===== src/rtl/priority_encoder_dual_pkg.sv =====
// Shared helpers for the dual-sided priority encoder: padded tree width.
package priority_encoder_dual_pkg;

  // Leaf count of the merge tree: WIDTH rounded up to a power of two.
  function automatic int unsigned pe_pad_width(input int unsigned w);
    return 32'd1 << $clog2(w);
  endfunction

endpackage


===== src/rtl/priority_encoder_dual_if.sv =====
// Request vector and encoded results of priority_encoder_dual.
interface priority_encoder_dual_if #(
  parameter int unsigned WIDTH = 64,
  parameter int unsigned OUT_W = $clog2(WIDTH)
);
  logic [WIDTH-1:0] in;
  logic [OUT_W-1:0] out_MSB;
  logic [OUT_W-1:0] out_LSB;
  logic             valid;

  modport master (output in, input out_MSB, out_LSB, valid);
  modport slave  (input in, output out_MSB, out_LSB, valid);
endinterface


===== src/rtl/pe_merge_node.sv =====
// Combinational 2:1 merge of two priority-encoder subtrees.
module pe_merge_node #(
  parameter int unsigned IDX_W     = 0,
  parameter bit          PREFER_HI = 1'b1,
  localparam int unsigned CW       = (IDX_W > 0) ? IDX_W : 1
) (
  input  logic          valid_hi,
  input  logic [CW-1:0] idx_hi,
  input  logic          valid_lo,
  input  logic [CW-1:0] idx_lo,
  output logic          valid,
  output logic [IDX_W:0] idx
);
  logic sel;

  // With both children empty sel stays 0, so empty subtrees yield index 0.
  assign sel   = PREFER_HI ? valid_hi : (valid_hi & ~valid_lo);
  assign valid = valid_hi | valid_lo;

  if (IDX_W == 0) begin : g_leaf
    logic unused_idx;
    assign unused_idx = ^{idx_hi, idx_lo};
    assign idx        = sel;
  end else begin : g_inner
    assign idx = {sel, sel ? idx_hi : idx_lo};
  end
endmodule


===== src/rtl/priority_encoder_dual.sv =====
// Log-depth MSB/LSB priority encoder with optional registered outputs.
module priority_encoder_dual
  import priority_encoder_dual_pkg::*;
#(
  parameter int unsigned WIDTH    = 64,
  parameter bit          TWO_SIDE = 1'b0,
  parameter bit          OUT_REG  = 1'b0,
  parameter int unsigned OUT_W    = $clog2(WIDTH)
) (
  input logic                   clk,
  input logic                   rst,
  priority_encoder_dual_if.slave bus
);
  localparam int unsigned PAD_W  = pe_pad_width(WIDTH);
  localparam int unsigned N_TREE = TWO_SIDE ? 2 : 1;

  logic [PAD_W-1:0] leaf;
  logic [OUT_W-1:0] comb_msb;
  logic [OUT_W-1:0] comb_lsb;
  logic             comb_v;

  // Padding bits are zero so they can never win either tree.
  assign leaf = PAD_W'(bus.in);

  // Tree 0 prefers the high child (MSB); tree 1 prefers the low child (LSB).
  for (genvar t = 0; t < N_TREE; t++) begin : g_tree
    for (genvar k = 1; k <= OUT_W; k++) begin : g_lvl
      localparam int unsigned N  = PAD_W >> k;
      localparam int unsigned CW = (k > 1) ? k - 1 : 1;
      logic [N-1:0] v;
      logic [k-1:0] idx [N];

      for (genvar j = 0; j < N; j++) begin : g_node
        logic          vh;
        logic          vl;
        logic [CW-1:0] ih;
        logic [CW-1:0] il;

        if (k == 1) begin : g_from_leaf
          assign vh = leaf[2*j+1];
          assign vl = leaf[2*j];
          assign ih = '0;
          assign il = '0;
        end else begin : g_from_lvl
          assign vh = g_lvl[k-1].v[2*j+1];
          assign vl = g_lvl[k-1].v[2*j];
          assign ih = g_lvl[k-1].idx[2*j+1];
          assign il = g_lvl[k-1].idx[2*j];
        end

        pe_merge_node #(
          .IDX_W     (k - 1),
          .PREFER_HI (t == 0)
        ) u_node (
          .valid_hi (vh),
          .idx_hi   (ih),
          .valid_lo (vl),
          .idx_lo   (il),
          .valid    (v[j]),
          .idx      (idx[j])
        );
      end
    end
  end

  assign comb_msb = g_tree[0].g_lvl[OUT_W].idx[0];
  assign comb_v   = g_tree[0].g_lvl[OUT_W].v[0];

  if (TWO_SIDE) begin : g_lsb
    logic unused_lsb_v;
    assign unused_lsb_v = g_tree[1].g_lvl[OUT_W].v[0];
    assign comb_lsb     = g_tree[1].g_lvl[OUT_W].idx[0];
  end else begin : g_no_lsb
    assign comb_lsb = '0;
  end

  if (OUT_REG) begin : g_reg
    always_ff @(posedge clk or posedge rst) begin
      if (rst) begin
        bus.out_MSB <= '0;
        bus.out_LSB <= '0;
        bus.valid   <= 1'b0;
      end else begin
        bus.out_MSB <= comb_msb;
        bus.out_LSB <= comb_lsb;
        bus.valid   <= comb_v;
      end
    end
  end else begin : g_comb
    logic unused_clk_rst;
    assign unused_clk_rst = clk ^ rst;
    assign bus.out_MSB    = comb_msb;
    assign bus.out_LSB    = comb_lsb;
    assign bus.valid      = comb_v;
  end
endmodule


===== src/flat_wrapper.sv =====
// flat-port wrapper written by rule: the top's interface ports become plain ports
module priority_encoder_dual_flat import priority_encoder_dual_pkg::*;
#(
  parameter int unsigned WIDTH    = 64,
  parameter bit          TWO_SIDE = 1'b0,
  parameter bit          OUT_REG  = 1'b0,
  parameter int unsigned OUT_W    = $clog2(WIDTH)
)
  (clk, rst, bus_in, bus_out_MSB, bus_out_LSB, bus_valid);
  priority_encoder_dual_if #(.WIDTH(WIDTH), .OUT_W(OUT_W)) bus_i ();
  input logic clk;
  input logic rst;
  input wire logic [$bits(bus_i.in)-1:0] bus_in;
  output wire logic [$bits(bus_i.out_MSB)-1:0] bus_out_MSB;
  output wire logic [$bits(bus_i.out_LSB)-1:0] bus_out_LSB;
  output wire logic [$bits(bus_i.valid)-1:0] bus_valid;
  assign bus_i.in = bus_in;
  assign bus_out_MSB = bus_i.out_MSB;
  assign bus_out_LSB = bus_i.out_LSB;
  assign bus_valid = bus_i.valid;
  priority_encoder_dual #(.WIDTH(WIDTH), .TWO_SIDE(TWO_SIDE), .OUT_REG(OUT_REG), .OUT_W(OUT_W)) u_core (.clk(clk), .rst(rst), .bus(bus_i));
endmodule

===== config.mk =====
export PLATFORM = sky130hd
export DESIGN_NAME = priority_encoder_dual_flat
export DESIGN_NICKNAME = d
export VERILOG_FILES = /design/src/rtl/priority_encoder_dual_pkg.sv /design/src/rtl/priority_encoder_dual_if.sv /design/src/rtl/pe_merge_node.sv /design/src/rtl/priority_encoder_dual.sv /design/src/flat_wrapper.sv
export SDC_FILE = /design/constraint.sdc
export NUM_CORES = 1
export LEC_CHECK = 0
export ABC_AREA = 1
export CORE_MARGIN = 5
export CORE_UTILIZATION = 45
export DETAILED_ROUTE_END_ITERATION = 7
export PLACE_DENSITY = 0.95
export SYNTH_ARGS = -nofsm -noshare
export SYNTH_HDL_FRONTEND = slang
export SYNTH_HIERARCHICAL = 1
export SYNTH_SLANG_ARGS = --single-unit

===== constraint.sdc =====
create_clock -name vclk -period 2.55
set_clock_uncertainty 0.2 [all_clocks]
set_input_delay 0.255 -clock vclk [all_inputs]
set_output_delay 0.255 -clock vclk [all_outputs]
set_load 0.03 [all_outputs]

### Word-level counts from Yosys, hierarchy flattened

Cells that the tools add are included.

| word-level totals | value |
|---|---|
| logic and storage cells | 94 |
| input port bits | 66 |
| output and inout port bits | 13 |
| flip-flop bits (word level) | 0 |

| operators by class | value |
|---|---|
| bitwise logic cells | 63 |
| multiplexer cells | 31 |

Operator list:

| cell | number |
|---|---|
| $or 1x1->1 | 63 |
| $mux 1 | 16 |
| $mux 2 | 8 |
| $mux 3 | 4 |
| $mux 4 | 2 |
| $mux 5 | 1 |

### Logic depth before layout (Yosys ltp)

Gate-level depths: netlist (run 1).

| logic depth | value |
|---|---|
| depth in word-level cells | 6 |
| depth in mapped cells | 13 |
| gate-level depth less buffers | 13 |

### By module

Netlist (run 1), hierarchy kept.

Modules (own cells, without submodules):

| module | instances | cells an instance | area an instance (um2) |
|---|---|---|---|
| pe_merge_node (u_core.g_tree[0].g_lvl[1].g_node[0].u_node ...) | 32 | 4 | 18.8 |
| pe_merge_node (u_core.g_tree[0].g_lvl[2].g_node[0].u_node ...) | 16 | 6 | 28.8 |
| pe_merge_node (u_core.g_tree[0].g_lvl[3].g_node[0].u_node ...) | 8 | 9 | 40.0 |
| pe_merge_node (u_core.g_tree[0].g_lvl[4].g_node[0].u_node ...) | 4 | 12 | 51.3 |
| pe_merge_node (u_core.g_tree[0].g_lvl[5].g_node[0].u_node ...) | 2 | 15 | 62.6 |
| pe_merge_node (u_core.g_tree[0].g_lvl[6].g_node[0].u_node) | 1 | 18 | 73.8 |
| priority_encoder_dual | 1 | 7 | 48.8 |

### Least setup slack after synthesis (run 1)

No wires, ideal clock.

| timing path | value |
|---|---|
| path type | input port to output port |
| start | input bus_in[63] |
| end | output bus_valid |
| setup slack | 0.195 ns |
| stages | 7 |
| arrival time | 1.900 ns |
| buffers on the path | 0 |
| required time | 2.095 ns |
| path through | inv_1 nand2_1 or2_1 or2_1 or2_1 or2_1 or2_1 |

| on the way | value |
|---|---|
| cells in the longest elaborated chain, start to end | 6 |

Ends and longest elaborated chain:

| item | line | text |
|---|---|---|
| start, declared | flat_wrapper.sv:13 | `input wire logic [$bits(bus_i.in)-1:0] bus_in;` |
| $or 1x1->1 | pe_merge_node.sv:18 | `assign valid = valid_hi \| valid_lo;` |
| via u_core.g_tree[0].g_lvl[2].g_node[15].vh | priority_encoder_dual.sv:34 | `logic vh;` |
| $or 1x1->1 | pe_merge_node.sv:18 |  |
| via u_core.g_tree[0].g_lvl[3].g_node[7].vh | priority_encoder_dual.sv:34 |  |
| $or 1x1->1 | pe_merge_node.sv:18 |  |
| via u_core.g_tree[0].g_lvl[4].g_node[3].vh | priority_encoder_dual.sv:34 |  |
| $or 1x1->1 | pe_merge_node.sv:18 |  |
| via u_core.g_tree[0].g_lvl[5].g_node[1].vh | priority_encoder_dual.sv:34 |  |
| $or 1x1->1 | pe_merge_node.sv:18 |  |
| via u_core.g_tree[0].g_lvl[6].g_node[0].vh | priority_encoder_dual.sv:34 |  |
| $or 1x1->1 | pe_merge_node.sv:18 |  |
| end, declared | flat_wrapper.sv:16 | `output wire logic [$bits(bus_i.valid)-1:0] bus_valid;` |

The timed path passes the listed nets, and every way through them passes these cells.

### Final worst setup path (run 1)

| timing path | value |
|---|---|
| start | input bus_in[19] |
| end | output bus_valid |

| on the way | value |
|---|---|
| cells in the longest elaborated chain, start to end | 6 |

Ends and longest elaborated chain:

| item | line | text |
|---|---|---|
| $or 1x1->1 | pe_merge_node.sv:18 |  |
| via u_core.g_tree[0].g_lvl[2].g_node[4].vh | priority_encoder_dual.sv:34 |  |
| $or 1x1->1 | pe_merge_node.sv:18 |  |
| via u_core.g_tree[0].g_lvl[3].g_node[2].vl | priority_encoder_dual.sv:35 | `logic vl;` |
| $or 1x1->1 | pe_merge_node.sv:18 |  |
| via u_core.g_tree[0].g_lvl[4].g_node[1].vl | priority_encoder_dual.sv:35 |  |
| $or 1x1->1 | pe_merge_node.sv:18 |  |
| via u_core.g_tree[0].g_lvl[5].g_node[0].vh | priority_encoder_dual.sv:34 |  |
| $or 1x1->1 | pe_merge_node.sv:18 |  |
| via u_core.g_tree[0].g_lvl[6].g_node[0].vl | priority_encoder_dual.sv:35 |  |
| $or 1x1->1 | pe_merge_node.sv:18 |  |

The timed path passes the listed nets, and every way through them passes these cells.

==> key figures, run 1 <==
Power and ir drop
  – Power per cell area: 108 mW/mm2
  – PnR Total Power: 0.269 mW
  – Peak VDD IR: 0.0000464 V
  – Leak pwr: 1.82 nW

Floorplanning
  – Initial Utilization: 46.2%
  – Core box area: roughly 0.0040 mm2
  – Die height: approximately 74 um
  – Cell Rows: 23
  – Area of the die: between 0.005 and 0.006 mm2
  – Die X: 73.8 um
  – # IOs: 79

Drt
  – Vias per cell: between 4 and 5
  – Vias: 2021
  – 1st-iter DRT viols: 34
  – Antenna Nets Post-Route: 0
  – WL per Instance: ~8 um
  – Drt total wl: about 4.1 mm
  – Drt pass-1 iters: 4
  – Drt drc: 0

Global routing
  – Met1 Track Usage GR: 14.6%
  – Met3 Track Usage GR: 0.547%
  – Vias in the first global route: 1876
  – Initial antenna violation count: 0
  – Met2 GRT Util: approximately 33%
  – Total gr overflow: 0
  – First-pass GRT wire length: around 6.7 mm
  – Layer carrying the most global-route usage: met2
  – Tot GR Track Use: 14.6%
  – Pin count of the biggest net entering global routing: 8

Layout
  – Num sequential: 0
  – Layout cells sized above 1: between 15 and 20%
  – Final net count: 519
  – Clkbuf count: 0
  – ANT cells: 0
  – Reg area: 0 um2
  – Final Non-Filler Cells: roughly 500
  – Post-layout util: between 60% and 70%
  – Area grow syn2layout: 35.9%

Timing
  – RSZ-0062 raised after global routing: yes
  – Crit share post-route: 97.4%
  – Pins Over Slew Limit: 0
  – Final WS setup: 67.4 ps
  – Final Hold Viols: 0
  – Fmax: 403 MHz
  – Setup TNS: 0 ps
  – Final setup viols: 0
  – Min Tclk post-route: 2480 ps

Placement
  – Inst Count DP: 487
  – DP Worst Slack: -486 ps
  – Number of port buffers: 71
  – Placer Congestion: 0.810
  – Dpl hpwl: 3.41 mm

Setup path
  – Worst path max stage delay: approximately 420 ps
  – CP required: 2100 ps
  – Setup CP Type: in -> out
  – CP startpoint kind: input pin
  – Crit-path max FO: 2
  – Critical path's slowest cell: clkdlybuf4s50_1
  – Cell mode on critical path: or2_1
  – Crit end category: output pin
  – Crit path DAT: around 2000 ps
  – CP cell instances: clkdlybuf4s50_1 -> inv_1 -> nand2_1 -> or2_1 -> or2_1 -> or2_4 -> or2_1 -> or2_1 -> buf_6
  – WP buf/inv: 3
  – Cell family with most CP delay: simple AND/OR/NAND/NOR gates

Synth
  – Count of cell types in the netlist: 6
  – Synth Area per Inst: 4.60 um2
  – Register area share after synthesis: 0%
  – Post-Syn Area: around 0.0018 mm2
  – Yosys warns: 6
  – Post-Synthesis Cells: 399

Status
  – Status: completed

Job
  – Max_cap viols: 0

Hold path
  – Worst Hold Class: in -> out

Clock tree
  – CTS hold repair buffers: 0
[worst min-delay path, delay by kind of cell]
family	cells	cell delay, ps
buffers and inverters	2	240
AND/OR/NAND/NOR	10	530
[where the power goes]
part | switching [mW] | leakage (nW) | internal (mW) | total, mW
combinational | 0.121 | 1.82 | 0.149 | 0.269
clock | 0 | 0 | 0 | 0
sequential | 0 | 0 | 0 | 0
total | 0.121 | 1.82 | 0.149 | 0.269
[final timing paths]
path	slack (ps)	start	end	depth (start not counted)
worst max-delay path	70	bus_in[19]	bus_valid	9
worst min-delay path	1070	bus_in[17]	bus_out_MSB[0]	12
[cells by family after synthesis]
group	share of synthesized area, %
simple gates	52.1
buf+inv	47.7
other cells	0.204
[final cells by class]
cell class / count / area (um2)
fill: 405 / 1480
inverter: 95 / 364
multi-input combinational: 240 / 1010
tap: 50 / 62.6
timing repair buffer: 116 / 1060
[layer usage]
layer / routed length, um / vias to the layer above
met5: 0 / -
met4: 15 / 0
met3: 268 / 2
met2: 2290 / 49
met1: 1500 / 833
li1: - / 1137
[metrics by stage]
step                      area [um2]  hold WS [ps]
after floorplan                 1850           911
after global placement          2350          1400
after detailed placement        2350          1400
after CTS                       2450          1170
after global routing            2490          1170
final                           2490          1070
[synthesized netlist by cell type (all sizes together)]
library cell | instances | area, um2
inv | 95 | 357
conb | 1 | 3.75
buf | 69 | 518
or2 | 31 | 194
nand2 | 203 | 762
[placed cells by master (no fill, tap or decap)]
cell / n
inv_1: 91
or2_4: 2
inv_2: 2
buf_12: 2
conb_1: 6
inv_4: 1
nand2_2: 10
buf_4: 44
inv_6: 1
clkdlybuf4s50_1: 23
dlygate4sd2_1: 33
dlymetal6s2s_1: 8
nand2_1: 193
buf_6: 6
or2_1: 29
[repair_timing]
| item | CTS | global route |
|---|---|---|
| setup buffers | 14 | 0 |
| cloned | 0 | 0 |
| gates resized for setup | 53 | 16 |
| pin swaps | 23 | 19 |
| endpoints found under the setup margin | 6 | 6 |
No activity file was read; power rests on OpenSTA's default activity.
==> inputs of run 2 (changes only) <==
CELL_PAD_IN_SITES_DETAIL_PLACEMENT = 1   (was not set)
CELL_PAD_IN_SITES_GLOBAL_PLACEMENT = 2   (was not set)
CORE_UTILIZATION = 19   (was 45)
PLACE_DENSITY = 0.94   (was 0.95)
==> run 2 against run 1 <==
Effect of this change:
- critical endpoint unchanged
- setup slack improved by 1.5 ps
- worst hold slack improved by 41 ps
- first-iteration DRC count decreased by 44%
- flip-flop and latch count unchanged
- critical path type unchanged
==> key figures, run 2 (same netlist as run 1, synthesis figures left out) <==
Timing
  – Final setup viols: 0 (unchanged)
  – Min Tclk post-route: 2480 ps (-1.53 ps)
  – Pins Over Slew Limit: 0 (unchanged)
  – Setup TNS: 0 ps (unchanged)
  – Fmax: 403 MHz (about the same)
  – Final Hold Viols: 0 (unchanged)
  – Final WS setup: 68.9 ps (+1.53 ps)
  – Crit share post-route: 97.3% (about the same)

Floorplanning
  – Initial Utilization: 19.7% (-27 points)
  – Die X: 108 um (+47%)
  – Area of the die: 0.0117 mm2 (+110%)
  – Die height: 108 um (+47%)
  – Core box area: 0.00933 mm2 (+130%)
  – Cell Rows: 35 (+52%)
  – # IOs: 79 (unchanged)

Layout
  – ANT cells: 0 (unchanged)
  – Most frequent cells in the layout: nand2_1 (184), inv_1 (89), buf_4 (48)
  – Layout cells sized above 1: 18.2% (+3.2 points)
  – Clkbuf count: 0 (unchanged)
  – Most common cell after layout, fill and taps aside: nand2_1
  – Area grow syn2layout: 49.0%
  – Final net count: 523 (+0.77%)
  – Num sequential: 0 (unchanged)
  – Reg area: 0 um2 (unchanged)
  – Post-route cell area: 0.00273 mm2 (+9.7%)
  – Final Non-Filler Cells: 584 (+17%)

Power and ir drop
  – Peak VDD IR: 0.0000368 V (-21%)
  – Power per cell area: 106 mW/mm2 (-2.1%)
  – PnR Total Power: 0.289 mW (+7.4%)
  – Leak pwr: 1.98 nW (+8.4%)

Hold path
  – Hold path startpoint: bus_in[1]
  – Worst Hold Class: in -> out

Global routing
  – Initial antenna violation count: 0 (unchanged)
  – Vias in the first global route: 2169 (+16%)
  – Tot GR Track Use: 8.47% (-6.1 points)
  – Pin count of the biggest net entering global routing: 9 (+1)
  – First-pass GRT wire length: 8.53 mm (+27%)
  – Total gr overflow: 0 (unchanged)

Setup path
  – Crit-path max FO: 2 (unchanged)
  – Setup CP Type: in -> out
  – CP startpoint kind: input pin
  – Crit path DAT: 2030 ps (about the same)
  – Crit end category: output pin
  – CP startpoint: bus_in[11]
  – CP required: 2100 ps (about the same)

Placement
  – Dpl hpwl: 4.57 mm (+34%)
  – Number of port buffers: 71 (unchanged)
  – Placer Congestion: 0.689 (-15%)
  – DP Worst Slack: -208 ps (+279 ps)
  – Inst Count DP: 569 (+17%)
  – Dpl cell area: 0.00251 mm2 (+6.7%)

Drt
  – Drt drc: 0 (unchanged)
  – Drt total wl: 5.18 mm (+27%)
  – Vias per cell: 3.57 (-12%)
  – Antenna Nets Post-Route: 0 (unchanged)
  – 1st-iter DRT viols: 19 (-44%)
  – Drt pass-1 iters: 4 (unchanged)
  – WL per Instance: 8.88 um (+9.2%)
  – Vias: 2082 (+3.0%)

Status
  – Status: completed

Job
  – Max_cap viols: 0 (unchanged)

Clock tree
  – CTS hold repair buffers: 0 (unchanged)
[run 2: worst max-delay path: stages]
cell             delay [ps]
clkdlybuf4s50_1         420
inv_1                    60
nand2_1                  60
or2_1                   200
or2_1                   260
or2_1                   210
or2_1                   210
or2_1                   210
buf_6                   140
[run 2: repair_timing]
item,4_1_cts,5_1_grt
buffers inserted,11,4
pin swaps,23,39
gates resized for setup,38,49
cloned,0,0
endpoints found under the setup margin,7,7
[run 2: where the power goes]
group          total (mW)  leakage [nW]  switching (mW)  internal (mW)
clock network           0             0               0              0
registers               0             0               0              0
logic               0.289          1.98           0.131          0.158
[run 2: path summary, 6_finish.rpt]
kind	slack (ps)	cells past startpoint	to
max	70	9	bus_valid
min	1110	9	bus_valid
[run 2: cell type report]
cell class	count	area, um2
Timing Repair Buffer	120	1150
Fill cell	1294	6590
Inverter	95	364
Multi-Input combinational cell	240	1060
Tap cell	129	161
[run 2: per-stage QoR]
| step | hold WS (ps) | util [%] |
|---|---|---|
| floorplan | 911 | - |
| global placement | 1440 | 26.9 |
| finish | 1110 | 29.3 |
| global route | 1190 | 29.3 |
| CTS | 1200 | 27.6 |
| detailed placement | 1460 | 26.9 |
[run 2: metal layers]
layer	part of all wire [%]	global-route usage, %
met5	0	0
met4	0.85	0.541
met3	4.3	0.358
met2	58	18.5
met1	37	9.11
==> inputs of run 3 (changes only) <==
clock period = 2.6 ns   (was 2.55 ns; I/O delays follow)
==> run 3 against run 2 <==
Effect of this change:
- cell count is 1.9% lower
- first-iteration DRC count is 21% higher
- non-clock buffer count is 11 lower
- routed wire length is 5.1% lower
- critical endpoint unchanged
- largest power group unchanged
==> key figures, run 3 (same netlist as run 1, synthesis figures left out) <==
Setup path
  – Crit-path max FO: 8 (+6)
  – Setup CP Type: in -> out
  – CP required: 2140 ps (+40 ps)
  – CP startpoint kind: input pin
  – Crit end category: output pin
  – Crit path DAT: 2040 ps (about the same)

Layout
  – Layout cells sized above 1: 14.0% (-4.3 points)
  – Most frequent cells in the layout: nand2_1 (194), inv_1 (89), buf_4 (39)
  – Final net count: 512 (-2.1%)
  – Most common cell after layout, fill and taps aside: nand2_1
  – Reg area: 0 um2 (unchanged)
  – Area grow syn2layout: 43.9%
  – Num sequential: 0 (unchanged)
  – ANT cells: 0 (unchanged)
  – Post-layout util: 28.3% (-1.0 points)
  – Clkbuf count: 0 (unchanged)

Global routing
  – Vias in the first global route: 2161 (-0.37%)
  – Total gr overflow: 0 (unchanged)
  – Pin count of the biggest net entering global routing: 9 (unchanged)
  – Met1 Track Usage GR: 8.82% (-0.29 points)
  – Tot GR Track Use: 8.09% (-0.38 points)
  – Met2 GRT Util: 17.7% (-0.75 points)
  – Met3 Track Usage GR: 0.358% (unchanged)
  – First-pass GRT wire length: 8.30 mm (-2.7%)
  – Layer carrying the most global-route usage: met2
  – Initial antenna violation count: 0 (unchanged)

Drt
  – Drt pass-1 iters: 4 (unchanged)
  – WL per Instance: 8.58 um (-3.3%)
  – 1st-iter DRT viols: 23 (+4)
  – Drt total wl: 4.92 mm (-5.1%)
  – Vias per cell: 3.57 (+0.21%)
  – Antenna Nets Post-Route: 0 (unchanged)
  – Drt drc: 0 (unchanged)
  – Vias: 2047 (-1.7%)

Timing
  – Crit share post-route: between 90 and 100%
  – RSZ-0062 raised after global routing: no
  – Final setup viols: 0 (unchanged)
  – Fmax: 400 MHz
  – Final Hold Viols: 0 (unchanged)
  – Final WS setup: 100 ps (+31.3 ps)
  – Pins Over Slew Limit: 0 (unchanged)
  – Min Tclk post-route: 2500 ps

Power and ir drop
  – Power per cell area: 103 mW/mm2 (-3.1%)
  – Peak VDD IR: 0.0000384 V (+4.2%)
  – Leak pwr: 2.01 nW (+1.7%)

Floorplanning
  – Initial Utilization: 19.7% (unchanged)
  – Core box area: 0.00933 mm2 (unchanged)
  – Area of the die: 0.0117 mm2 (unchanged)
  – Die X: 108 um (unchanged)
  – Die height: 108 um (unchanged)
  – # IOs: 79 (unchanged)
  – Cell Rows: 35 (unchanged)

Status
  – Status: completed

Hold path
  – Worst Hold Class: in -> out

Placement
  – Placer Congestion: 0.691 (+0.25%)
  – Dpl hpwl: 4.48 mm (-2.0%)
  – Number of port buffers: 71 (unchanged)
  – DP Worst Slack: -155 ps (+52.2 ps)

Clock tree
  – CTS hold repair buffers: 0 (unchanged)

Job
  – Max_cap viols: 0 (unchanged)
-- run 3: path summary, 6_finish.rpt --
kind / slack, ps / endpoint / startpoint / cells past startpoint
worst min-delay path: 1100 / bus_out_MSB[0] / bus_in[37] / 12
worst max-delay path: 100 / bus_valid / bus_in[32] / 9
-- run 3: stage by stage --
step | cells | total power, mW | area (um2) | setup TNS (ps) | hold WS [ps]
global route | 573 | 0.308 | 2640 | 0 | 1210
global placement | 568 | 0.275 | 2500 | -660 | 1450
detailed placement | 568 | 0.283 | 2500 | -923 | 1470
floorplan | 404 | 0.179 | 1850 | 0 | 921
finish | 573 | 0.271 | 2640 | 0 | 1100
CTS | 569 | 0.278 | 2510 | 0 | 1260
-- run 3: routing by layer --
metal  wire length, um  vias up
met5                 0        -
met4                 0        0
met1              1870      893
met2              2850       37
met3               204        0
li1                  -     1117
-- run 3: timing repair --
item,in CTS,in global routing
setup endpoints to repair,7,7
pin swaps,13,29
cloned,0,0
gates resized for setup,19,44
buffers inserted,1,4
-- run 3: final cells by class --
type	count	area (um2)
repair buffers	109	1110
inverters	95	359
fillers	1288	6690
multi-input cells	240	1010
well taps	129	161
-- run 3: where the power goes --
group	total [mW]	internal (mW)	switching, mW
registers	0	0	0
clock network	0	0	0
logic	0.271	0.149	0.122
-- run 3: critical path: stages --
cell and delay, ps:
clkdlybuf4s50_1 390, inv_1 50, nand2_1 40, or2_1 200
or2_1 210, or2_1 210, or2_4 280, or2_1 250
buf_6 140
==> edit 1, RTL diff (config.mk and constraints of run 2) <==
`WIDTH` is set to 64 in 3 places; all go to 128.
--- a/src/rtl/priority_encoder_dual_if.sv
+++ b/src/rtl/priority_encoder_dual_if.sv
@@ -1,5 +1,5 @@
 // Request vector and encoded results of priority_encoder_dual.
 interface priority_encoder_dual_if #(
-  parameter int unsigned WIDTH = 64,
+  parameter int unsigned WIDTH = 128,
   parameter int unsigned OUT_W = $clog2(WIDTH)
 );
--- a/src/rtl/priority_encoder_dual.sv
+++ b/src/rtl/priority_encoder_dual.sv
@@ -3,5 +3,5 @@
   import priority_encoder_dual_pkg::*;
 #(
-  parameter int unsigned WIDTH    = 64,
+  parameter int unsigned WIDTH    = 128,
   parameter bit          TWO_SIDE = 1'b0,
   parameter bit          OUT_REG  = 1'b0,
--- a/src/flat_wrapper.sv
+++ b/src/flat_wrapper.sv
@@ -2,5 +2,5 @@
 module priority_encoder_dual_flat import priority_encoder_dual_pkg::*;
 #(
-  parameter int unsigned WIDTH    = 64,
+  parameter int unsigned WIDTH    = 128,
   parameter bit          TWO_SIDE = 1'b0,
   parameter bit          OUT_REG  = 1'b0,
Interface: changed (resized bus_in, bus_out_LSB and bus_out_MSB); port bits go from 79 to 145. The function was not compared with the original's and may differ.
==> edit 1 against run 2 <==
  * The run now ends with negative setup slack left
  * Power rose by 98%
  * Final area increased by 97%
  * Global-route usage increased by 1.7 points
  * Worst setup slack worse by 0.11 ns
  * Routed wire length up 130%
  * Synthesized area increased by 100%
==> edit 1: results (changes against run 2) <==
Timing
  • Final setup TNS: -0.0655 ns (-0.0655 ns)
  • Post-route worst setup slack: -0.0418 ns (-0.111 ns)
  • Worst hold-check slack: 1.16 ns (+0.0522 ns)
  • Final count of negative-setup-slack endpoints: 4 (+4)

Min path
  • Count of cells along the worst hold path: 14 (+5)
  • Hold endpoint: bus_out_MSB[0]
  • Hold path start: bus_in[75]

Final layout
  • Number of standard cells in the layout, taps in and fillers out: 1,234 (+110%)
  • Share of cells above drive strength 1: 0.316 (+0.133)
  • Final sequential cell count: 0 (unchanged)
  • Number of nets in the finished design: 1,101 (+110%)

Global routing
  • Initial antenna violation count: 4 (+4)
  • Pin count of the biggest net entering global routing: 8 (-1)
  • Global-route wire length before repair: 19.4 mm (+130%)

Status
  • Violated checks: negative setup slack
  • Outcome: finished with violations

Place
  • Pre-CTS setup slack: -0.412 ns (-0.205 ns)
  • Total placed instance area: 5130 um^2 (+100%)

Critical path
  • Startpoint of the worst setup timing path: bus_in[124]
  • Highest-delay cell along the critical path: or2_4
  • Data arrival at the endpoint of the critical path: 2.14 ns (+0.11 ns)

Routing
  • Ratio of routed vias to standard cells: 3.58 (+0.47%)
  • Initial DRC count: 53 (+34)

Synth
  • Post-synth top cells: 424 x nand2_1, 184 x inv_1, 134 x buf_4
  • Dominant cells by area after synthesis: nand2_1 43%, buf_4 27%, inv_1 19%

Power and ir drop
  • Leak pwr: 3.74 nW (+89%)
  • Net switching fraction of the power: 0.455 (+0.00126)
==> edit 1: cell types whose count changed after synthesis <==
cell and change:
nand2_1 +221, inv_2 +4, buf_4 +65, inv_1 +92, or2_1 +32
==> edit 1: cells by family (layout without fill, tap and decap cells) <==
logic type | count (synthesis) | in the layout | synth area share
AND/OR/NAND/NOR | 487 | 488 | 0.535
buffers and inverters | 325 | 474 | 0.464
other | 1 | 7 | 0.00101
==> edit 1: how the worst max path moves through the flow <==
stage,endpoint,slack [ns],cells after the start
2_1_floorplan,bus_valid,0.03,8
3_3_place_gp,bus_out_MSB[1],-0.39,14
3_5_place_dp,bus_out_MSB[4],-0.41,14
4_1_cts,bus_valid,0.000003,10
5_1_grt,bus_out_MSB[0],-0.11,22
6_report,bus_valid,-0.04,10
==> edit 1: metal layers <==
layer	GRT usage	vias up	share of wire
met4	0	8	0.0022
met1	0.112	1899	0.40
met2	0.211	81	0.53
met5	0	-	0.0033
met3	0.0173	10	0.060
li1	-	2422	-
==> edit 1: power groups by stage <==
stage               Sequential (mW)  Combinational [mW]  Clock (mW)
floorplan                         0               0.346           0
global placement                  0               0.557           0
detailed placement                0               0.569           0
CTS                               0               0.564           0
global route                      0               0.646           0
finish                            0               0.572           0
==> edit 1: timing repair <==
action | 4_1_cts | 5_1_grt
hold endpoints to repair | 0 | 0
buffers inserted | 55 | 4
gates resized for setup | 373 | 67
cloned | 1 | 0
pin swaps | 102 | 65
endpoints found under the setup margin | 8 | 7
==> edit 1: area by class of cell <==
| type | count | area [um^2] |
|---|---|---|
| inverters | 191 | 734 |
| fillers | 2687 | 13900 |
| well taps | 265 | 332 |
| multi-input cells | 495 | 2130 |
| repair buffers | 283 | 2190 |
==> edit 2, RTL diff (config.mk and constraints of run 2) <==
Made on the original files. `TWO_SIDE` is set to 1'b0 in 2 places; all go to 1'b1.
--- a/src/rtl/priority_encoder_dual.sv
+++ b/src/rtl/priority_encoder_dual.sv
@@ -4,5 +4,5 @@
 #(
   parameter int unsigned WIDTH    = 64,
-  parameter bit          TWO_SIDE = 1'b0,
+  parameter bit          TWO_SIDE = 1'b1,
   parameter bit          OUT_REG  = 1'b0,
   parameter int unsigned OUT_W    = $clog2(WIDTH)
--- a/src/flat_wrapper.sv
+++ b/src/flat_wrapper.sv
@@ -3,5 +3,5 @@
 #(
   parameter int unsigned WIDTH    = 64,
-  parameter bit          TWO_SIDE = 1'b0,
+  parameter bit          TWO_SIDE = 1'b1,
   parameter bit          OUT_REG  = 1'b0,
   parameter int unsigned OUT_W    = $clog2(WIDTH)
Behaviour: not the same (Yosys sat finds a counterexample).
==> edit 2 against run 2 <==
  * Maximum frequency decreased by 1.2%
  * Highest routed layer unchanged
  * Largest cell class is now multi-input combinational cells
  * Power is 110% higher
  * Synthesized cell count rose by 110%
  * Synthesized area is 110% higher
  * Core utilization shrank 0.91 points
  * Routed wire length rose by 140%
  * Combinational power is 110% higher
  * Non-clock buffer count is 110 higher
  * Worst setup slack got worse by 0.030 ns
  * Final area rose by 100%
==> edit 2: results (changes against run 2) <==
Place
  • Cell Count Post-Placement: 1,183 (+110%)
  • Final estimated routing congestion in global placement: 0.770 (+12%)
  • Total placed instance area: 4870 um^2 (+94%)
  • Count of input and output buffers: 77 (+8.5%)
  • Pre-CTS setup slack: -0.656 ns (-0.448 ns)
  • Final HPWL from detailed placement: 10.2 mm (+120%)

Final layout
  • Count of clock buffers in the final design: 0 (unchanged)
  • Ant. Diodes: 0 (unchanged)
  • Final sequential cell count: 0 (unchanged)
  • Number of nets in the finished design: 1,049 (+100%)
  • Share of cells above drive strength 1: 0.375 (+0.193)
  • Number of fill cells in the layout: 2,660 (+110%)

Synth
  • Gate count after technology mapping: 845 (+110%)
  • Synth warn: 6 (unchanged)
  • Syn Nets: 911

Global routing
  • Global-route wire length before repair: 20.7 mm (+140%)
  • Via count of the first global-routing pass: 4,937 (+130%)
  • Pin count of the biggest net entering global routing: 8 (-1)
  • Combined global-route utilization of all metal layers: 0.107 (+0.0220)
  • Initial antenna violation count: 0 (unchanged)

Timing
  • Final count of negative-setup-slack endpoints: 0 (unchanged)
  • Tightest Pin Transition: 0.179 ns

Routing
  • Initial DRC count: 80 (+61)
  • Via count: 4,736 (+130%)
  • Router iterations before antenna repair: 4 (unchanged)
  • Ratio of routed vias to standard cells: 3.80 (+6.6%)
  • Total Wirelength: 12.5 mm (+140%)

Status
  • Outcome: finished, final reports clean

Power and ir drop
  • Leak pwr: 3.84 nW (+94%)
  • Maximum resistive drop on vdd: 0.0000783 V (+110%)

Critical path
  • Data arrival at the endpoint of the critical path: 2.06 ns (+0.03 ns)
  • Crit-path max FO: 6 (+4)

Clocking
  • Hold-fix buffers at CTS: 0 (unchanged)

Min path
  • Type of the most critical hold path: in -> out
-- edit 2: cell count changes in the layout (fill, tap and decap cells not counted), sizes merged, moves of 6 or more --
cell                  run 2  this run
nor2                      0        32
conb                      6         0
nand2                   203       380
dlymetal6s2s             20         0
clkdlybuf4s50            15         0
clkbuf                    0        42
or2                      31        61
inv                      95       220
nand3                     0        57
buf                      56       177
clkdlybuf4s15             3        11
dlygate4sd2              26         0
-- edit 2: power by group --
part           internal (mW)  switching, mW  total [mW]
logic                  0.295          0.299       0.594
registers                  0              0           0
clock network              0              0           0
-- edit 2: per-layer routing --
metal,wire [um],track usage
met5,0,0
met4,25,0.00408
met3,427,0.00748
met2,6880,0.224
met1,5180,0.122
-- edit 2: cell type report --
type	count	area, um^2	share of cell area
timing repair buffer	230	1780	0.322
multi-input combinational	530	2550	0.462
tap	265	332	0.0600
inverter	221	862	0.156
-- edit 2: metrics by stage --
stage	total power, mW	TNS, ns
after CTS	0.591	0
final	0.594	0
after detailed placement	0.525	-6.60
after global placement	0.510	-5.68
after floorplan	0.316	0
after global routing	0.672	-0.0955
-- edit 2: worst max-delay path: stages --
cell             delay [ns]
clkdlybuf4s15_2        0.21
inv_2                  0.05
nand2_2                0.04
or2_1                  0.26
or2_4                  0.24
or2_4                  0.26
or2_4                  0.28
inv_8                  0.09
nand2_8                0.08
nand2_2                0.08
nand2_2                0.06
buf_6                  0.14
-- edit 2: path summary, 6_finish.rpt --
check,start,to,slack [ns],cells past startpoint
worst max-delay path,bus_in[26],bus_out_LSB[3],0.04,12
worst min-delay path,bus_in[57],bus_out_MSB[0],1.10,12
-- edit 2: timing repair --
item | CTS | global route
setup endpoints to repair | 13 | 11
pin swaps | 66 | 51
gates resized for setup | 264 | 132
setup buffers | 73 | 9
